<file path="src/rtl/fitness_telemetry_if.sv">
`default_nettype none
// ============================================================================
// Module   : fitness_telemetry_if
// Brief    : Request/statistics/serial-status bundle for the telemetry transmitter.
// Revision : 1.0
// ============================================================================
interface fitness_telemetry_if;
  logic        send_req;
  logic [15:0] total_steps;
  logic [31:0] total_distance;
  logic [7:0]  time_elapsed;
  logic [7:0]  max_heart_rate;
  logic [1:0]  hr_class;
  logic [1:0]  workout_intensity;
  logic [31:0] average_heart_rate;
  logic [15:0] speed;
  logic        tx;
  logic        busy;
  logic        frame_done;
  logic [7:0]  drop_count;

  modport master (
    output send_req, total_steps, total_distance, time_elapsed, max_heart_rate,
           hr_class, workout_intensity, average_heart_rate, speed,
    input  tx, busy, frame_done, drop_count
  );

  modport slave (
    input  send_req, total_steps, total_distance, time_elapsed, max_heart_rate,
           hr_class, workout_intensity, average_heart_rate, speed,
    output tx, busy, frame_done, drop_count
  );
endinterface
`default_nettype wire

</file>
<file path="src/rtl/fitness_telemetry_tx.sv">
`default_nettype none
// ============================================================================
// Module   : fitness_telemetry_tx
// Brief    : Snapshots fitness statistics and sends a 13-byte serial frame.
//            Define TELEM_PARITY_EN to add an even-parity bit per character.
// Revision : 1.0
// ============================================================================
module fitness_telemetry_tx #(
  parameter int         CLKS_PER_BIT = 434,
  parameter logic [7:0] HEADER_BYTE  = 8'hA5
) (
  input  logic                 clk,
  input  logic                 rst,
  fitness_telemetry_if.slave   link
);

  localparam int                BAUD_W    = $clog2(CLKS_PER_BIT);
  localparam logic [BAUD_W-1:0] BAUD_LAST = BAUD_W'(CLKS_PER_BIT - 1);
  localparam logic [3:0]        LAST_BYTE = 4'd12;

  localparam logic [2:0] IDLE   = 3'd0;
  localparam logic [2:0] START  = 3'd1;
  localparam logic [2:0] DATA   = 3'd2;
  localparam logic [2:0] STOP   = 3'd3;
`ifdef TELEM_PARITY_EN
  localparam logic [2:0] PARITY = 3'd4;
`endif

  logic [2:0]        state;
  logic [2:0]        state_next;
  logic [BAUD_W-1:0] baud_cnt;
  logic [2:0]        bit_idx;
  logic [3:0]        byte_idx;
  logic              tx_line;
  logic              tx_next;
  logic              done_pulse;
  logic              done_next;
  logic [7:0]        drops;

  logic [15:0] sh_steps;
  logic [31:0] sh_distance;
  logic [7:0]  sh_time;
  logic [7:0]  sh_max_hr;
  logic [3:0]  sh_class;
  logic [7:0]  sh_avg;
  logic [7:0]  sh_speed;

  logic       bit_end;
  logic       busy;
  logic       last_byte;
  logic [7:0] checksum;
  logic [7:0] cur_byte;

  assign bit_end   = (baud_cnt == BAUD_LAST);
  assign busy      = (state != IDLE);
  assign last_byte = (byte_idx == LAST_BYTE);

  assign checksum = sh_steps[15:8] ^ sh_steps[7:0]
                  ^ sh_distance[31:24] ^ sh_distance[23:16]
                  ^ sh_distance[15:8]  ^ sh_distance[7:0]
                  ^ sh_time ^ sh_max_hr ^ {4'b0000, sh_class}
                  ^ sh_avg ^ sh_speed;

  always_comb begin
    cur_byte = checksum;
    case (byte_idx)
      4'd0:    cur_byte = HEADER_BYTE;
      4'd1:    cur_byte = sh_steps[15:8];
      4'd2:    cur_byte = sh_steps[7:0];
      4'd3:    cur_byte = sh_distance[31:24];
      4'd4:    cur_byte = sh_distance[23:16];
      4'd5:    cur_byte = sh_distance[15:8];
      4'd6:    cur_byte = sh_distance[7:0];
      4'd7:    cur_byte = sh_time;
      4'd8:    cur_byte = sh_max_hr;
      4'd9:    cur_byte = {4'b0000, sh_class};
      4'd10:   cur_byte = sh_avg;
      4'd11:   cur_byte = sh_speed;
      default: cur_byte = checksum;
    endcase
  end

  always_ff @(posedge clk or posedge rst) begin
    if (rst) state <= IDLE;
    else     state <= state_next;
  end

  always_comb begin
    state_next = state;
    case (state)
      IDLE:  if (link.send_req) state_next = START;
      START: if (bit_end) state_next = DATA;
      DATA:
        if (bit_end && bit_idx == 3'd7) begin
`ifdef TELEM_PARITY_EN
          state_next = PARITY;
`else
          state_next = STOP;
`endif
        end
`ifdef TELEM_PARITY_EN
      PARITY: if (bit_end) state_next = STOP;
`endif
      STOP:  if (bit_end) state_next = last_byte ? IDLE : START;
      default: state_next = IDLE;
    endcase
  end

  // tx is registered: these values describe the line level for the next bit period.
  always_comb begin
    tx_next   = tx_line;
    done_next = 1'b0;
    case (state)
      IDLE:  tx_next = ~link.send_req;
      START: if (bit_end) tx_next = cur_byte[0];
      DATA:
        if (bit_end) begin
          if (bit_idx == 3'd7) begin
`ifdef TELEM_PARITY_EN
            tx_next = ^cur_byte;
`else
            tx_next = 1'b1;
`endif
          end else begin
            tx_next = cur_byte[bit_idx + 3'd1];
          end
        end
`ifdef TELEM_PARITY_EN
      PARITY: if (bit_end) tx_next = 1'b1;
`endif
      STOP:
        if (bit_end) begin
          tx_next   = last_byte;
          done_next = last_byte;
        end
      default: tx_next = 1'b1;
    endcase
  end

  always_ff @(posedge clk or posedge rst) begin
    if (rst) begin
      tx_line     <= 1'b1;
      done_pulse  <= 1'b0;
      drops       <= 8'd0;
      baud_cnt    <= '0;
      bit_idx     <= 3'd0;
      byte_idx    <= 4'd0;
      sh_steps    <= 16'd0;
      sh_distance <= 32'd0;
      sh_time     <= 8'd0;
      sh_max_hr   <= 8'd0;
      sh_class    <= 4'd0;
      sh_avg      <= 8'd0;
      sh_speed    <= 8'd0;
    end else begin
      tx_line    <= tx_next;
      done_pulse <= done_next;
      if (link.send_req && busy && drops != 8'hFF) drops <= drops + 8'd1;
      if (state == IDLE) begin
        baud_cnt <= '0;
        bit_idx  <= 3'd0;
        byte_idx <= 4'd0;
        if (link.send_req) begin
          sh_steps    <= link.total_steps;
          sh_distance <= link.total_distance;
          sh_time     <= link.time_elapsed;
          sh_max_hr   <= link.max_heart_rate;
          sh_class    <= {link.workout_intensity, link.hr_class};
          // Wide averages/speeds are clamped to one byte at capture time.
          sh_avg      <= (|link.average_heart_rate[31:8]) ? 8'hFF : link.average_heart_rate[7:0];
          sh_speed    <= (|link.speed[15:8]) ? 8'hFF : link.speed[7:0];
        end
      end else begin
        baud_cnt <= bit_end ? '0 : baud_cnt + 1'b1;
        if (bit_end && state == DATA) bit_idx <= bit_idx + 3'd1;
        if (bit_end && state == STOP && !last_byte) byte_idx <= byte_idx + 4'd1;
      end
    end
  end

  assign link.tx         = tx_line;
  assign link.busy       = busy;
  assign link.frame_done = done_pulse;
  assign link.drop_count = drops;

endmodule
`default_nettype wire
</file>
<file path="src/flat_wrapper.sv">
// flat-port wrapper written by rule: the top's interface ports become plain ports
module fitness_telemetry_tx_flat 
#(
  parameter int         CLKS_PER_BIT = 434,
  parameter logic [7:0] HEADER_BYTE  = 8'hA5
)
  (clk, rst, link_send_req, link_total_steps, link_total_distance, link_time_elapsed, link_max_heart_rate, link_hr_class, link_workout_intensity, link_average_heart_rate, link_speed, link_tx, link_busy, link_frame_done, link_drop_count);
  fitness_telemetry_if link_i ();
  input  logic clk;
  input  logic rst;
  input wire logic [$bits(link_i.send_req)-1:0] link_send_req;
  input wire logic [$bits(link_i.total_steps)-1:0] link_total_steps;
  input wire logic [$bits(link_i.total_distance)-1:0] link_total_distance;
  input wire logic [$bits(link_i.time_elapsed)-1:0] link_time_elapsed;
  input wire logic [$bits(link_i.max_heart_rate)-1:0] link_max_heart_rate;
  input wire logic [$bits(link_i.hr_class)-1:0] link_hr_class;
  input wire logic [$bits(link_i.workout_intensity)-1:0] link_workout_intensity;
  input wire logic [$bits(link_i.average_heart_rate)-1:0] link_average_heart_rate;
  input wire logic [$bits(link_i.speed)-1:0] link_speed;
  output wire logic [$bits(link_i.tx)-1:0] link_tx;
  output wire logic [$bits(link_i.busy)-1:0] link_busy;
  output wire logic [$bits(link_i.frame_done)-1:0] link_frame_done;
  output wire logic [$bits(link_i.drop_count)-1:0] link_drop_count;
  assign link_i.send_req = link_send_req;
  assign link_i.total_steps = link_total_steps;
  assign link_i.total_distance = link_total_distance;
  assign link_i.time_elapsed = link_time_elapsed;
  assign link_i.max_heart_rate = link_max_heart_rate;
  assign link_i.hr_class = link_hr_class;
  assign link_i.workout_intensity = link_workout_intensity;
  assign link_i.average_heart_rate = link_average_heart_rate;
  assign link_i.speed = link_speed;
  assign link_tx = link_i.tx;
  assign link_busy = link_i.busy;
  assign link_frame_done = link_i.frame_done;
  assign link_drop_count = link_i.drop_count;
  fitness_telemetry_tx #(.CLKS_PER_BIT(CLKS_PER_BIT), .HEADER_BYTE(HEADER_BYTE)) u_core (.clk(clk), .rst(rst), .link(link_i));
endmodule
</file>
<file path="config.mk">
export PLATFORM = sky130hd
export DESIGN_NAME = fitness_telemetry_tx_flat
export DESIGN_NICKNAME = d
export VERILOG_FILES = /design/src/rtl/fitness_telemetry_if.sv /design/src/rtl/fitness_telemetry_tx.sv /design/src/flat_wrapper.sv
export SDC_FILE = /design/constraint.sdc
export NUM_CORES = 1
export LEC_CHECK = 0
export BUFFER_PORTS_ARGS = -buffer_cell sky130_fd_sc_hd__clkbuf_2
export CAP_MARGIN = 5
export CORE_UTILIZATION = 30
export CTS_CLUSTER_DIAMETER = 40
export DETAILED_ROUTE_END_ITERATION = 8
export GPL_TIMING_DRIVEN = 0
export SLEW_MARGIN = 15
export SYNTH_ARGS = -nofsm -noshare
export SYNTH_HDL_FRONTEND = slang
export SYNTH_SLANG_ARGS = --single-unit
</file>
<file path="constraint.sdc">
create_clock -name clk -period 4 [get_ports clk]
set_clock_uncertainty 0.15 [all_clocks]
set_input_delay 0.4 -clock clk [delete_from_list [all_inputs] [get_ports clk]]
set_output_delay 0.4 -clock clk [all_outputs]
set_load 0.1 [all_outputs]
</file>
* Yosys cells after proc, flatten, opt, wreduce, memory -nomap -nowiden
Cells that the tools add are included.
Widths: inputs -> output; s select.
** Cells by class
- Bitwise logic cells :: 11
- Multiplexer cells :: 24
- Add/sub/neg operators :: 4
- Equal/unequal tests :: 23
- Order comparisons :: 1
- Reductions and logical operators :: 17
** Operators by type and width (count)
- $pmux 8 s12 :: 1
- $xor 8x8->8 :: 9
- $reduce_or 24->1 :: 1
- $eq 4x4->1 const B :: 5
- $mux 3 :: 6
- $mux 9 :: 2
- $eq 4x3->1 const B :: 4
- $mux 8 :: 2
- $pmux 3 s4 :: 1
- $add 9x1->9 const B :: 1
- $eq 9x9->1 const B :: 1
- $add 8x1->8 const B :: 1
- $eq 4x2->1 const B :: 2
- $mux 1 :: 8
- $mux 4 :: 2
- $ne 2x1->1 const B :: 4
- $ne 8x8->1 const B :: 1
- $reduce_or 8->1 :: 1
- $xor 8x4->8 :: 1
- $eq 3x2->1 const B :: 2
- $logic_and 1x1->1 :: 6
- $add 4x1->4 const B :: 1
- $eq 4x1->1 const B :: 1
- $logic_not 4->1 :: 1
- 15 further kinds :: 16
** Storage, ports and cells
- Input bits :: 119
- Flip-flop bits (word level) :: 113
- Output and inout port bits :: 11

* Depth between registers and ports, before layout
Gate-level depths: netlist (run 1).
- Word-level depth :: 16
- Gate-level depth with buffers :: 10
- Gate-level depth less buffers :: 9

* Least setup slack after synthesis (run 1)
Ideal clock, no wire load.
- Path kind :: reg2reg
- Start point :: register u_core.state[0]
- End point :: register u_core.sh_class[0]
- Setup time :: 125 ps
- Slack :: 1296 ps
- Stages on the path, launching flop included :: 9
- Data required time :: 3725 ps
- Arrival :: 2429 ps
- Path through :: dfrtp_1 -> inv_1 -> ha_1 -> buf_2 -> inv_1 -> nor2_1 -> clkbuf_1 -> buf_2 -> mux2_2
** On the way
- Longest elaborated chain between the ends :: 2
** Ends and longest elaborated chain
- start, declared :: RTL line fitness_telemetry_tx.sv:29 : logic [2:0] state;
- start signal, assigned :: RTL line fitness_telemetry_tx.sv:85 : else state <= state_next;
- $logic_not 3->1 :: RTL line fitness_telemetry_tx.sv:159 : if (state == IDLE) begin
- $reduce_and 2->1 (no line)
- end signal, assigned :: RTL line fitness_telemetry_tx.sv:168 : sh_class <= {link.workout_intensity, link.hr_class};
- end, declared :: RTL line fitness_telemetry_tx.sv:44 : logic [3:0] sh_class;
Every way passes these cells.
A chain may end at the register's enable or synchronous reset.

* Worst setup path in the final report (run 1)
- Start point :: register u_core.byte_idx[1]
- End point :: register u_core.tx_line, in the netlist u_core.link.tx
** On the way
- Longest elaborated chain between the ends :: 7
- Elaborated cells between the ends (all ways) :: 21
- Classes of those cells :: eq/ne (12); mux (8); reduce/logical (1)
** Ends and longest elaborated chain
- start, declared :: RTL line fitness_telemetry_tx.sv:33 : logic [3:0] byte_idx;
- start signal, assigned :: RTL line fitness_telemetry_tx.sv:176 : if (bit_end && state == STOP && !last_byte) byte_idx <= byte_idx + 4'd1;
- $eq 4x4->1 (tied with other cells) :: RTL line fitness_telemetry_tx.sv:66 : case (byte_idx)
- $pmux 8 s12 :: RTL line fitness_telemetry_tx.sv:66
- $bmux 1 s3 :: RTL line fitness_telemetry_tx.sv:125 : tx_next = cur_byte[bit_idx + 3'd1];
- $mux 1 (implied by the code) :: RTL line fitness_telemetry_tx.sv:125
- $mux 1 :: RTL line fitness_telemetry_tx.sv:118 : if (bit_idx == 3'd7) begin
- $mux 1 :: RTL line fitness_telemetry_tx.sv:117 : if (bit_end) begin
- $pmux 1 s4 * :: RTL line fitness_telemetry_tx.sv:113 : case (state)
- end signal, assigned :: RTL line fitness_telemetry_tx.sv:156 : tx_line <= tx_next;
- end, declared :: RTL line fitness_telemetry_tx.sv:34 : logic tx_line;
Mark *: on every way between the ends. The rest lies on a longest branch, timed or not. The select of a mux whose other input is x is not followed.

==> metrics.txt, run 1 <==
most frequent CP cell a22oi_1; Detail Route Antenna Nets 0; Starting Density between 30% and 40%; total track usage between 15 and 20%; DRT iter0 DRCs about 300; reg2reg start u_core.byte_idx[1]; Rows 51; Synth Register Bits 112; RD Place Congestion 0.868; Tcrit/Tclk final 76.4%; worst rel slew slack between 40% and 50%; worst-case clock buffer depth 2; crit path cell chain ha_1 > clkbuf_1 > buf_2 > a22oi_1 > a22oi_1 > o31ai_1 > nand2_1 > a31o_2 > a311oi_1 > o21ai_1; ys async rst share 100%; core footprint 19700 um^2; fmax 327 MHz; area grow syn2layout 21.9%; max_cap viols 0; chip height 144 um; top cells by area, synth dfrtp_1, mux2_2, xnor2_1; Worst Hold Class input port to flop; H-Tree Depth 3; total wire length 17.0 mm; final hold vios 0; antenna violations before repair 0; clk root buf clkbuf_16; crit path launch type flop; TritonCTS clock tree done; pre-CTS setup slack 981 ps; dpl hpwl 12.6 mm; Num CTS Buffers 9; cell accounting for the most synthesized area dfrtp_1; Critical-path top delay cell o31ai_1; hold path start link_average_heart_rate[3]; worst path required time between 4000 and 5000 ps; nets 797; endpoint class of the critical path flop; vias in the first global route 4579; Synth Net Count 655; share of cells above drive strength 1 roughly a third; DR DRC count 0; Synth Flop Type dfrtp_1; # port buffers 129; Yosys warnings 0; largest net degree at the start of global routing 58; Leak roughly 0.0033 uW; via count 4624; pwr dens 388 nW/um^2; WL/cell 18.2 um; I/O pin total 130; launch point of the critical path u_core.byte_idx[1]; CTS sink cnt around 110; DRT Pass-1 Iters 7; worst slew pin tran 837 ps; remaining global-route overflow 0; cts hold-fix bufs 1; number of synthesized flops with an enable pin 0; status finished clean; dpl cell area just over 7000 um^2; Antenna Cells 0; clock slew at reported path FFs 80 ps; worst-path maximum fanout 10; CP max stage delay 460 ps; first-pass GRT wire length 26.7 mm; setup ws final 943 ps; delay-heaviest family, CP compound AO/OA/AOI/OAI gates; Via density 4.95; CP arrival about 3200 ps; Post-Syn Area per Cell 11.6 um^2; post-synth top area share 45.7%; Critical path buffers and inverters 2; Die X 144 um; worst-skew pair later-pin latency about 360 ps; post-synth cell types 58; total power 2870 uW; post-route cell area 7410 um^2; cell area after synthesis 6080 um^2; Peak supply drop roughly 230 uV; RSZ-0062 raised after global routing false; register area share after synthesis 46.1%; post-CTS setup buffer count 0; post-layout min period 3060 ps; Post-synth top cells dfrtp_1, mux2_2, xnor2_1, nor2_1, nand2_1; Mapped Cells roughly 520; Final Slew Violations 0; count leader, synth dfrtp_1; final setup violating endpoints 0; CTS resizes 0; die area 20800 um^2; WS Path Type flop to flop
routing by layer:
layer	up-vias	GRT usage, %	wire length, um
li1	2184	-	-
met1	2299	24.4	8010
met2	124	27.2	7870
met3	17	2.91	865
met4	0	5.60	268
met5	-	0	0
cell usage in the layout, fill, tap and decap left out, types with 8 or more instances in the layout:
master / n
clkbuf_2: 129
dfrtp_1: 111
mux2_2: 68
xnor2_1: 67
nor2_1: 29
nand2_1: 23
a21oi_1: 19
a22oi_1: 19
o22a_1: 17
inv_1: 14
clkbuf_1: 14
nand3_1: 14
ha_1: 13
xor2_1: 11
buf_2: 10
clkbuf_16: 9
xnor3_1: 8
nor4_1: 8
worst paths after layout:
kind | to | slack, ps | depth (start not counted)
max reg2reg | u_core.link.tx | 940 | 10
max in group asynchronous | u_core.sh_distance[5] | 2550 | 4
min in group asynchronous | u_core.link.drop_count[7] | 480 | 3
min reg2reg | u_core.link.drop_count[7] | 350 | 1
max | u_core.link.tx | 940 | 10
min | u_core.sh_avg[3] | 90 | 2
final cells by class:
type / instances / area [um^2]
Buffer: 26 / 120
Clock buffer: 9 / 225
Fill cell: 2042 / 12200
Timing Repair Buffer: 131 / 683
Sequential cell: 112 / 2800
Inverter: 16 / 65.1
Tap cell: 265 / 332
Multi-Input combinational cell: 369 / 3100
Clock inverter: 7 / 83.8
metrics by stage:
stage / TNS [ps] / hold slack (ps) / std cells / util (%)
after floorplan: 0 / 330 / 523 / -
after global placement: -116690 / 344 / 917 / 35.9
after detailed placement: 0 / 344 / 918 / 36.1
after CTS: 0 / 83.7 / 935 / 37.7
after global routing: 0 / 94.0 / 935 / 37.7
final: 0 / 91.9 / 935 / 37.7
cell families after synthesis:
group	synth area share, %
buffers and inverters	2.96
muxes	13.2
xor gates and xnor gates	14.2
AOI/OAI and AO/OA	13.0
DFF	46.1
adders and majority gates	2.68
and+or+nand+nor	7.84
state kept, by name, indices dropped and copies added, names as in the netlist:
register and cells:
u_core.byte_idx 4, u_core.link.drop_count 8, u_core.link.frame_done 1, u_core.sh_time 8, u_core.sh_steps 16, u_core.sh_avg 8
u_core.baud_cnt 9, u_core.bit_idx 3, u_core.sh_max_hr 8, u_core.sh_speed 8, u_core.sh_class 4, u_core.state 2
u_core.link.tx 1, u_core.sh_distance 32
power by group:
group,switching [uW],leakage (uW),internal [uW]
sequential,86.5,0.00142,1210
clock,464,0.000149,499
combinational,380,0.00176,239
total,931,0.00333,1940
Power figures use the tool's default switching activity.
==> inputs of run 2 (changes only) <==
==> constraint.sdc (replaced) <==
create_clock -name clk -period 2.62 [get_ports clk]
set_clock_uncertainty 0.15 [all_clocks]
set_input_delay 0.262 -clock clk [delete_from_list [all_inputs] [get_ports clk]]
set_output_delay 0.262 -clock clk [all_outputs]
set_load 0.1 [all_outputs]
==> run 2 against run 1 <==
  * Die area stayed put
  * Combinational power is 68% higher
  * Fmax is 22% higher
  * Sequential power is 53% higher
  * Critical path depth stayed put
  * Via count is 6.6% higher
  * Clock power is 48% higher
  * Final cell count is 7.9% higher
  * Count of clock-buffer cells in the layout is 3 higher
  * Final area is 12% higher
  * Flip-flop and latch count stayed put
  * Routed wire length is 4.1% higher
  * Critical path type unchanged
  * Largest cell class unchanged
  * Largest power group unchanged
==> metrics.txt, run 2 (synthesis gave the netlist of run 1 again) <==
status finished clean; largest net degree at the start of global routing 29 (-50%); Final Slew Violations 0 (unchanged); top flop regs u_core.sh_distance (32), u_core.sh_steps (16), u_core.baud_cnt (9); clk root buf clkbuf_16; final hold vios 0 (unchanged); Starting Density 30.9% (unchanged); Leak 0.00369 uW (+11%); post-layout min period 2510 ps (-551 ps); pwr dens 536 nW/um^2 (+38%); Num CTS Buffers 9 (unchanged); endpoint class of the critical path flop; WHS 0.376 ps (-91.6 ps); chip height 144 um (unchanged); nets 871 (+9.3%); worst slew pin tran 604 ps (-233 ps); worst rel slew slack 59.8% (+16 points); dpl hpwl 13.0 mm (+3.8%); remaining global-route overflow 0 (unchanged); total wire length 17.7 mm (+4.1%); Rows 51 (unchanged); H-Tree Depth 3 (unchanged); DR DRC count 0 (unchanged); DRT Pass-1 Iters 5 (-2); RSZ-0062 raised after global routing false; crit path cell chain inv_2 > ha_1 > clkbuf_2 > a222oi_1 > nand3_1 > o31ai_2 > nand2_1 > a31o_2 > a311oi_2 > o21ai_1; worst-case clock buffer depth 2 (unchanged); CTS sink cnt 112 (unchanged); Tcrit/Tclk final 95.7% (+19 points); worst-skew pair later-pin latency 360 ps (about the same); CP arrival 2630 ps (-560 ps); core footprint 19700 um^2 (unchanged); WL/cell 17.5 um (-3.5%); Peak supply drop 356 uV (+56%); Antenna Cells 0 (unchanged); antenna violations before repair 0 (unchanged); total track usage 18.0% (+0.60 points); crit path launch type flop; area grow syn2layout 36.4%; Worst Hold Class input port to flop; via count 4927 (+6.6%); # port buffers 129 (unchanged); post-layout util 42.2% (+4.5 points); TritonCTS clock tree done; RD Place Congestion 0.861 (-0.82%); share of cells above drive strength 1 35.5% (+0.41 points); I/O pin total 130 (unchanged); Via density 4.88 (-1.3%); Detail Route Antenna Nets 0 (unchanged); worst-path maximum fanout 10 (unchanged); most common cell after layout, fill and taps aside clkbuf_2; most frequent cells in the layout clkbuf_2, dfrtp_1, dlygate4sd3_1; vias in the first global route 4968 (+8.5%); first-pass GRT wire length 27.7 mm (+4.0%); largest register by flop count u_core.sh_distance; DRT iter0 DRCs 277 (-7.4%); die area 20800 um^2 (unchanged); fmax 399 MHz (+22%); final setup violating endpoints 0 (unchanged); Die X 144 um (unchanged); Critical-path top delay cell dfrtp_2; worst path required time 2750 ps (-1380 ps); max reg flops 32 (unchanged); CP max stage delay 440 ps (-20 ps); clock slew at reported path FFs 70 ps (about the same); WS Path Type flop to flop; max_cap viols 0 (unchanged)
==> run 2: cell types whose count changed in the layout (fill, tap and decap cells not counted), sizes merged <==
cell	previous run	this run
clkbuf	153	155
inv	19	14
clkinv	2	3
clkinvlp	1	2
dlygate4sd3	1	69
buf	12	19
==> run 2: path summary, 6_finish.rpt <==
| kind | start | end | slack, ps | depth (start not counted) |
|---|---|---|---|---|
| setup / recovery | u_core.byte_idx[1] | u_core.link.tx | 110 | 10 |
| hold / removal | link_total_steps[2] | u_core.sh_steps[2] | 0.4 | 2 |
| setup reg to reg | u_core.byte_idx[1] | u_core.link.tx | 110 | 10 |
| hold reg to reg | u_core.link.drop_count[7] | u_core.link.drop_count[7] | 360 | 1 |
| max in group asynchronous | rst | u_core.sh_speed[4] | 1320 | 5 |
| min in group asynchronous | rst | u_core.link.drop_count[7] | 300 | 3 |
==> run 2: per-stage QoR <==
step / setup WS, ps / setup TNS (ps) / total power [uW] / area (um^2) / std cells
2_1_floorplan: 12.4 / 0 / 2700 / 6100 / 523
3_3_place_gp: -275 / -3400 / 2940 / 7070 / 917
3_5_place_dp: -297 / -5910 / 2970 / 7160 / 921
4_1_cts: -9.78 / -9.78 / 4490 / 8200 / 1005
5_1_grt: 8.85 / 0 / 4650 / 8290 / 1009
6_report: 113 / 0 / 4450 / 8290 / 1009
==> run 2: layout make-up <==
| type | instances | area (um^2) |
|---|---|---|
| flip-flops and latches | 112 | 2810 |
| clock inverters | 4 | 51.3 |
| well taps | 265 | 332 |
| multi-input cells | 369 | 3160 |
| clock buffers | 12 | 256 |
| inverters | 16 | 67.6 |
| fillers | 1923 | 11400 |
| repair buffers | 206 | 1450 |
| plain buffers | 25 | 163 |
==> run 2: per-layer routing <==
| layer | part of all wire [%] | global-route usage [%] | vias up | wire [um] |
|---|---|---|---|---|
| met5 | 0 | 0 | - | 0 |
| met4 | 1.5 | 5.04 | 0 | 257 |
| met3 | 4.8 | 2.75 | 17 | 854 |
| met2 | 48 | 29.4 | 139 | 8470 |
| met1 | 46 | 24.6 | 2436 | 8130 |
| li1 | - | - | 2335 | - |
==> run 2: repair_timing <==
action,4_1_cts,5_1_grt
endpoints found under the setup margin,81,43
buffers inserted,1,3
hold endpoints to repair,81,2
pin swaps,0,7
hold buffers,67,2
resized for setup,20,23
==> run 2: where the power goes <==
part	internal, uW	switching, uW	leakage [uW]
clock	799	635	0.000154
combinational	439	601	0.00212
sequential	1840	132	0.00142
==> run 2: worst max-delay path, delay by kind of cell, from the launching register on <==
family,cells,cell delay (ps)
simple gates,2,230
fa+ha+maj,1,190
compound gates,5,1110
buf+inv,2,310
flops,1,440
